==> src/rtl/phase_average_pkg.sv <==
// Shared types, phase constants and the phase-wrap helper for phase_average.
package phase_average_pkg;

  typedef logic signed [31:0] q24_8_t;

  localparam logic signed [32:0] DEG180_Q = 33'sd46080;
  localparam logic signed [32:0] DEG360_Q = 33'sd92160;

  typedef enum logic [1:0] {
    ACCUM  = 2'd0,
    DIVIDE = 2'd1,
    OUTPUT = 2'd2
  } pa_state_t;

  // B-A folded back into [-180,180) degrees
  function automatic logic signed [32:0] wrap_phase(input q24_8_t a, input q24_8_t b);
    logic signed [32:0] d;
    d = {b[31], b} - {a[31], a};
    if (d >= DEG180_Q) begin
      wrap_phase = d - DEG360_Q;
    end else if (d < -DEG180_Q) begin
      wrap_phase = d + DEG360_Q;
    end else begin
      wrap_phase = d;
    end
  endfunction

endpackage

==> src/rtl/phase_average_udiv.sv <==
// udiv_serial: restoring unsigned divider, one quotient bit per cycle, W cycles from start to done.
module udiv_serial #(
  parameter int W = 8
) (
  input  logic         clk,
  input  logic         reset_n,
  input  logic         start,
  input  logic [W-1:0] dividend,
  input  logic [W-1:0] divisor,
  output logic [W-1:0] quotient,
  output logic         done
);
  localparam int CW = $clog2(W + 1);

  logic [W-1:0]  rem_r;
  logic [W-1:0]  q_r;
  logic [CW-1:0] cnt_r;
  logic          running_r;
  logic          done_r;
  logic [2*W-1:0] load_s;
  logic [2*W-1:0] step_s;

  // One restoring step: shift in the next dividend bit, subtract when it fits
  function automatic logic [2*W-1:0] div_step(input logic [W-1:0] rem, input logic [W-1:0] q,
                                               input logic [W-1:0] d);
    logic [W:0] trial;
    trial = {rem, q[W-1]};
    if (trial >= {1'b0, d}) begin
      div_step = {trial[W-1:0] - d, q[W-2:0], 1'b1};
    end else begin
      div_step = {trial[W-1:0], q[W-2:0], 1'b0};
    end
  endfunction

  assign load_s = div_step({W{1'b0}}, dividend, divisor);
  assign step_s = div_step(rem_r, q_r, divisor);

  // Iteration state; the start edge already performs the first step
  always_ff @(posedge clk) begin
    if (!reset_n) begin
      rem_r     <= '0;
      q_r       <= '0;
      cnt_r     <= '0;
      running_r <= 1'b0;
      done_r    <= 1'b0;
    end else if (start) begin
      {rem_r, q_r} <= load_s;
      cnt_r        <= CW'(W - 1);
      running_r    <= 1'b1;
      done_r       <= 1'b0;
    end else if (running_r) begin
      {rem_r, q_r} <= step_s;
      cnt_r        <= cnt_r - CW'(1);
      if (cnt_r == CW'(1)) begin
        running_r <= 1'b0;
        done_r    <= 1'b1;
      end else begin
        done_r    <= 1'b0;
      end
    end else begin
      done_r <= 1'b0;
    end
  end

  assign quotient = q_r;
  assign done     = done_r;

endmodule

==> src/rtl/phase_average.sv <==
// phase_average: averages RUNS single-beat peak results (freq, mag, wrapped B-A phase).
// Optional build macro PHASE_AVG_FREQ_CHECK_EN rejects runs far from the block's first accepted freq.
import phase_average_pkg::*;

module phase_average #(
  parameter  int RUNS     = 8,
  parameter  int MAG_MIN  = 256,
  parameter  int FREQ_TOL = 256,
  localparam int CNT_W    = $clog2(RUNS + 1),
  localparam int ACC_W    = 33 + $clog2(RUNS)
) (
  input  logic             clk,
  input  logic             reset_n,
  input  logic             sink_sop,
  input  logic             sink_eop,
  input  logic             sink_valid,
  input  logic [31:0]      sink_freq,
  input  logic [31:0]      sink_mag,
  input  logic [31:0]      sink_phaseA,
  input  logic [31:0]      sink_phaseB,
  output logic             source_valid,
  output logic [31:0]      source_freq,
  output logic [31:0]      source_mag,
  output logic [31:0]      source_phase,
  output logic [CNT_W-1:0] source_count,
  output logic             busy,
  output logic             drop
);
  localparam q24_8_t MAG_MIN_Q = q24_8_t'(MAG_MIN);

  pa_state_t state_r, next_state_s;
  logic signed [ACC_W-1:0] acc_f_r, acc_m_r, acc_p_r;
  logic [CNT_W-1:0] n_r, run_cnt_r, n_nxt_s;
  logic run_beat_s, accept_s, freq_ok_s, div_start_r;
  logic signed [32:0] d_s;
  logic [ACC_W-1:0] divisor_s, quot_f_s, quot_m_s, quot_p_s;
  logic done_f_s, done_m_s, done_p_s;
  logic source_valid_r, busy_r, drop_r;
  logic [31:0] source_freq_r, source_mag_r, source_phase_r;
  logic [CNT_W-1:0] source_count_r;

  function automatic logic [ACC_W-1:0] mag_of(input logic signed [ACC_W-1:0] v);
    mag_of = v[ACC_W-1] ? -v : v;
  endfunction

  function automatic logic [31:0] signed_mean(input logic neg, input logic [ACC_W-1:0] q);
    logic [ACC_W-1:0] s;
    s = neg ? -q : q;
    signed_mean = s[31:0];
  endfunction

  assign run_beat_s = sink_valid && sink_sop && sink_eop && (state_r == ACCUM);
  assign d_s        = wrap_phase(q24_8_t'(sink_phaseA), q24_8_t'(sink_phaseB));
  assign accept_s   = run_beat_s && ($signed(sink_mag) >= MAG_MIN_Q) && freq_ok_s;
  assign n_nxt_s    = accept_s ? (n_r + CNT_W'(1)) : n_r;
  assign divisor_s  = ACC_W'(n_r);

`ifdef PHASE_AVG_FREQ_CHECK_EN
  localparam logic signed [32:0] FTOL_Q = 33'(FREQ_TOL);
  q24_8_t f_ref_r;
  logic signed [32:0] fdiff_s;

  assign fdiff_s   = {sink_freq[31], sink_freq} - {f_ref_r[31], f_ref_r};
  assign freq_ok_s = (n_r == '0) || ((fdiff_s <= FTOL_Q) && (fdiff_s >= -FTOL_Q));

  // Reference frequency taken from the first accepted run of each block
  always_ff @(posedge clk) begin
    if (!reset_n) begin
      f_ref_r <= '0;
    end else if (accept_s && (n_r == '0)) begin
      f_ref_r <= q24_8_t'(sink_freq);
    end else begin
      f_ref_r <= f_ref_r;
    end
  end
`else
  assign freq_ok_s = 1'b1;
`endif

  // State register
  always_ff @(posedge clk) begin
    if (!reset_n) begin
      state_r <= ACCUM;
    end else begin
      state_r <= next_state_s;
    end
  end

  // Next-state logic
  always_comb begin
    next_state_s = state_r;
    case (state_r)
      ACCUM: begin
        if (run_beat_s && (run_cnt_r == CNT_W'(RUNS - 1))) begin
          next_state_s = DIVIDE;
        end else begin
          next_state_s = ACCUM;
        end
      end
      DIVIDE: begin
        if ((n_r == '0) || done_f_s) begin
          next_state_s = OUTPUT;
        end else begin
          next_state_s = DIVIDE;
        end
      end
      OUTPUT:  next_state_s = ACCUM;
      default: next_state_s = ACCUM;
    endcase
  end

  // Accumulation, result capture and status flags
  always_ff @(posedge clk) begin
    if (!reset_n) begin
      acc_f_r <= '0; acc_m_r <= '0; acc_p_r <= '0;
      n_r <= '0; run_cnt_r <= '0; div_start_r <= 1'b0;
      source_valid_r <= 1'b0; busy_r <= 1'b0; drop_r <= 1'b0;
      source_freq_r <= '0; source_mag_r <= '0; source_phase_r <= '0; source_count_r <= '0;
    end else begin
      source_valid_r <= 1'b0;
      busy_r         <= (next_state_s != ACCUM);
      // an empty block never starts the dividers, so no stale done can leak into a later block
      div_start_r    <= (state_r == ACCUM) && (next_state_s == DIVIDE) && (n_nxt_s != '0);
      if (sink_valid && (!(sink_sop && sink_eop) || (state_r != ACCUM))) begin
        drop_r <= 1'b1;
      end
      case (state_r)
        ACCUM: begin
          if (run_beat_s) begin
            run_cnt_r <= run_cnt_r + CNT_W'(1);
          end
          if (accept_s) begin
            acc_f_r <= acc_f_r + ACC_W'($signed(sink_freq));
            acc_m_r <= acc_m_r + ACC_W'($signed(sink_mag));
            acc_p_r <= acc_p_r + ACC_W'(d_s);
            n_r     <= n_nxt_s;
          end
        end
        DIVIDE: begin
          run_cnt_r <= run_cnt_r;
        end
        OUTPUT: begin
          source_valid_r <= 1'b1;
          source_count_r <= n_r;
          if (n_r == '0) begin
            source_freq_r  <= '0;
            source_mag_r   <= '0;
            source_phase_r <= '0;
          end else begin
            source_freq_r  <= signed_mean(acc_f_r[ACC_W-1], quot_f_s);
            source_mag_r   <= signed_mean(acc_m_r[ACC_W-1], quot_m_s);
            source_phase_r <= signed_mean(acc_p_r[ACC_W-1], quot_p_s);
          end
          acc_f_r <= '0; acc_m_r <= '0; acc_p_r <= '0;
          n_r <= '0; run_cnt_r <= '0;
        end
        default: begin
          run_cnt_r <= '0;
        end
      endcase
    end
  end

  udiv_serial #(.W(ACC_W)) u_div_f (
    .clk(clk), .reset_n(reset_n), .start(div_start_r), .dividend(mag_of(acc_f_r)),
    .divisor(divisor_s), .quotient(quot_f_s), .done(done_f_s)
  );
  udiv_serial #(.W(ACC_W)) u_div_m (
    .clk(clk), .reset_n(reset_n), .start(div_start_r), .dividend(mag_of(acc_m_r)),
    .divisor(divisor_s), .quotient(quot_m_s), .done(done_m_s)
  );
  udiv_serial #(.W(ACC_W)) u_div_p (
    .clk(clk), .reset_n(reset_n), .start(div_start_r), .dividend(mag_of(acc_p_r)),
    .divisor(divisor_s), .quotient(quot_p_s), .done(done_p_s)
  );

  assign source_valid = source_valid_r;
  assign source_freq  = source_freq_r;
  assign source_mag   = source_mag_r;
  assign source_phase = source_phase_r;
  assign source_count = source_count_r;
  assign busy         = busy_r;
  assign drop         = drop_r;

endmodule

==> config.mk <==
export PLATFORM = sky130hd
export DESIGN_NAME = phase_average
export DESIGN_NICKNAME = d
export VERILOG_FILES = /design/src/rtl/phase_average_pkg.sv /design/src/rtl/phase_average_udiv.sv /design/src/rtl/phase_average.sv
export SDC_FILE = /design/constraint.sdc
export NUM_CORES = 2
export LEC_CHECK = 0
export CAP_MARGIN = 20
export CORE_MARGIN = 10
export CORE_UTILIZATION = 40
export DETAILED_ROUTE_END_ITERATION = 16
export GPL_TIMING_DRIVEN = 1
export PLACE_DENSITY = 0.55
export SYNTH_ARGS = -nofsm -noshare
export SYNTH_HDL_FRONTEND = slang
export SYNTH_SLANG_ARGS = --single-unit
==> constraint.sdc <==
create_clock -name clk -period 7.4 [get_ports clk]
set_clock_uncertainty 0.05 [all_clocks]
set_input_delay 0.74 -clock clk [delete_from_list [all_inputs] [get_ports clk]]
set_output_delay 0.74 -clock clk [all_outputs]
set_load 0.05 [all_outputs]
==> impl_metrics.csv <==
group,metric,value,unit
sta,fin_crit_sh,93.5,%
worst_setup_path,required,7.89,ns
sta,slew-limit-headroom,31.0,%
grt,grt-ovfl-total,0,
logic_synthesis,synth_top_area_share,29.5,%
pwr,ir_drop,0.156,mV
sta,max_freq,145,MHz
floorplanning,io_pins,236,
grt,grt_usage,19.3,%
logic_synthesis,ys_warn_count,0,
worst_setup_path,end_kind,"flop",
floorplanning,fp.dieH,299,µm
clock_tree,clkSlewWorstSetupHoldPaths,0.06,ns
pwr,leakage,16.2,nW
layout,num-nets-final,4493,
logic_synthesis,synth_edf_count,0,
layout,area_growth,19.8,%
routing,drt_iter0_markers,1602,
logic_synthesis,synth_nets,4218,
logic_synthesis,yosys_most_used_dff,"dfxtp_1",
placed_design,place_area,35600,µm²
layout,drive_gt1_share,7.85,%
logic_synthesis,yosys-top-cells-count,"dfxtp_1, nand2_1, o21ai_0, nor2_1, xor2_1",
clock_tree,cts-resized-gates,0,
flow_run,maxCapViolations,0,
worst_setup_path,crit_buf_inv,3,
worst_setup_path,max_stage_delay,0.50,ns
routing,drt-wirelength-per-cell,17.1,µm
worst_setup_path,crit_type,"input port to flop",
floorplanning,rows,102,
logic_synthesis,yosysMostFrequentCell,"dfxtp_1",
placed_design,numPortBuffers,235,
worst_setup_path,cp_common_cell,"a21o_1",
worst_setup_path,rr_worst_depth,16,
logic_synthesis,synth.ff_latch_count,460,
worst_setup_path,r2r_start,"acc_p_r[2]$_SDFFE_PN0P_",
clock_tree,clock_tree.root_cell,"clkbuf_16",
logic_synthesis,syn_area,31200,µm²
floorplanning,coreArea,77500,µm²
worst_setup_path,crit_end,"acc_p_r[35]$_SDFFE_PN0P_",
clock_tree,cts_buffers,54,
grt,grt_antenna_before_repair,0,
placed_design,gp_congestion,0.889,
clock_tree,clock_path_buffers,3,
worst_setup_path,critPathLaunch,"sink_phaseB[0]",
logic_synthesis,synthTopCellsByArea,"dfxtp_1, xor2_1, ha_1, o21ai_0, a211oi_1",
worst_setup_path,crit_fanout,2,
routing,first_pass_iters,7,
routing,ant_nets,0,
routing,drc,0,
grt,grt_start_max_net_pins,97,
outcome,status,"complete, no violations",
clock_tree,clock_latency,0.62,ns
worst_setup_path,start_kind,"input port",
layout,design_area,37400,µm²
sta,period_minus_slack,6.92,ns
logic_synthesis,syn-mean-instance-area,8.01,µm²
sta,maxSlewViolCount,0,
sta,finalWorstSetupSlack,0.482,ns
logic_synthesis,synth_largest_area_cell,"dfxtp_1",
sta,finalSetupViolCount,0,
logic_synthesis,synth.distinct_cells,81,
logic_synthesis,ys_seq_area_share,29.5,%
routing,dr_total_vias,28700,
sta,hold_viol,0,
logic_synthesis,async_flop_share,0,%
clock_tree,cts_tree,"done",
sta,rsz0062_at_grt,"false",
routing,finalWirelength,89900,µm
sta,tightest_slew,1.03,ns
worst_hold_path,hp-class,"flop to flop",
floorplanning,dieArea,89700,µm²
grt,grt_pass1_vias,27517,
pwr,p_per_area,179,nW/µm²
placed_design,preCtsSetupSlack,-0.170,ns
worst_setup_path,crit_arrival,7.41,ns
placed_design,dp_hpwl,65200,µm
clock_tree,postCtsSetupBuffers,0,
clock_tree,clkSinkCount,460,
worst_setup_path,path_depth,30,
logic_synthesis,postSynthCellCount,3901,
clock_tree,cts_hold_buf,0,
floorplanning,initial_core_util,40.3,%
worst_setup_path,r2r_end,"u_div_p.rem_r[32]$_SDFFE_PN0P_",
clock_tree,h-tree-depth,2,
routing,vias_per_cell,5.46,
worst_setup_path,cp_top_family,"simple AND/OR/NAND/NOR gates",
grt,grt_first_pass_wirelength,147000,µm
floorplanning,die-width,299,µm
worst_setup_path,critPathSlowestCell,"or4_1",
worst_setup_path,rrSetupSlack,2.02,ns
-- layer usage --
metal	global-route usage [%]	part of all wire, %
met1	25.9	49
met2	32.4	46
met3	2.90	4.0
met4	3.95	1.6
met5	0	0
-- registers in the layout (all words and copies together), names as in the netlist, 36 cells and up --
name	flops
acc_f_r	36
acc_m_r	36
acc_p_r	36
u_div_f.quotient	36
u_div_f.rem_r	36
u_div_m.quotient	36
u_div_m.rem_r	36
u_div_p.quotient	36
u_div_p.rem_r	36
-- kinds of logic (layout without fill, tap and decap cells) --
| logic type | count (synthesis) | count (layout) | synth area share (%) |
|---|---|---|---|
| AND/OR/NAND/NOR | 1225 | 1225 | 19.4 |
| other | 0 | 1 | 0 |
| adder cells (fa/ha/maj) | 184 | 184 | 7.54 |
| flip-flops | 460 | 460 | 29.5 |
| XOR/XNOR | 418 | 418 | 11.7 |
| AO/OA/AOI/OAI | 1270 | 1270 | 27.4 |
| multiplexers | 18 | 18 | 0.577 |
| buffers and inverters | 326 | 642 | 3.95 |
-- stage by stage --
stage | total power, mW | TNS [ns] | util (%) | std cells | hold slack, ns
after detailed placement | 4.05 | -0.170 | 46.0 | 5159 | 0.390
final | 6.69 | 0 | 48.3 | 5258 | 0.398
after global placement | 4.05 | -0.171 | 46.0 | 5158 | 0.385
after floorplan | 3.51 | 0 | - | 3901 | 0.404
after CTS | 6.76 | 0 | 48.3 | 5256 | 0.404
after global routing | 7.03 | 0 | 48.3 | 5257 | 0.425
-- tightest hold or removal path, delay by kind of cell, from the launching register on --
kind	cells	cell delay, ns
flops	1	0.32
compound gates	1	0.05
simple gates	1	0.04
-- power breakdown --
group	total (mW)	switching, mW	internal, mW
Clock	2.69	1.12	1.57
Sequential	2.53	0.0313	2.50
Combinational	1.47	0.797	0.675
Total	6.69	1.95	4.74
-- worst min-delay path by stage --
| stage | startpoint | to | slack (ns) | depth (start not counted) |
|---|---|---|---|---|
| 3_3_place_gp | source_mag[18]$_SDFFE_PN0P_ | source_mag[18]$_SDFFE_PN0P_ | 0.38 | 2 |
| 5_1_grt | source_freq[7]$_SDFFE_PN0P_ | source_freq[7]$_SDFFE_PN0P_ | 0.43 | 2 |
| 2_1_floorplan | run_cnt_r[1]$_SDFFE_PN0P_ | run_cnt_r[1]$_SDFFE_PN0P_ | 0.40 | 2 |
| 6_report | source_freq[30]$_SDFFE_PN0P_ | source_freq[30]$_SDFFE_PN0P_ | 0.40 | 2 |
| 4_1_cts | source_freq[30]$_SDFFE_PN0P_ | source_freq[30]$_SDFFE_PN0P_ | 0.40 | 2 |
| 3_5_place_dp | source_mag[21]$_SDFFE_PN0P_ | source_mag[21]$_SDFFE_PN0P_ | 0.39 | 2 |
-- layout make-up --
cell class | count | area [µm²]
Inverter | 115 | 437
Clock inverter | 16 | 189
Clock buffer | 81 | 1570
Timing Repair Buffer | 430 | 3860
Antenna cell | 1 | 2.50
Tap cell | 1040 | 1300
Fill cell | 7666 | 40000
Sequential cell | 460 | 9220
Multi-Input combinational cell | 3115 | 20800
-- cell usage in the layout, fill, tap and decap left out, drive strengths merged, types with 41 or more instances in the layout --
| master | count |
|---|---|
| o211a | 84 |
| xnor2 | 156 |
| inv | 115 |
| xor2 | 262 |
| a22oi | 70 |
| nor2 | 275 |
| nor4 | 41 |
| a21o | 84 |
| dfxtp | 460 |
| buf | 196 |
| a21oi | 180 |
| clkdlybuf4s50 | 234 |
| o21ai | 369 |
| or4 | 57 |
| nor2b | 125 |
| clkbuf | 81 |
| a211oi | 221 |
| or3 | 50 |
| o31ai | 66 |
| nor3 | 88 |
| nand2 | 380 |
| ha | 177 |
| nand3 | 46 |
Power figures use the tool's default switching activity.
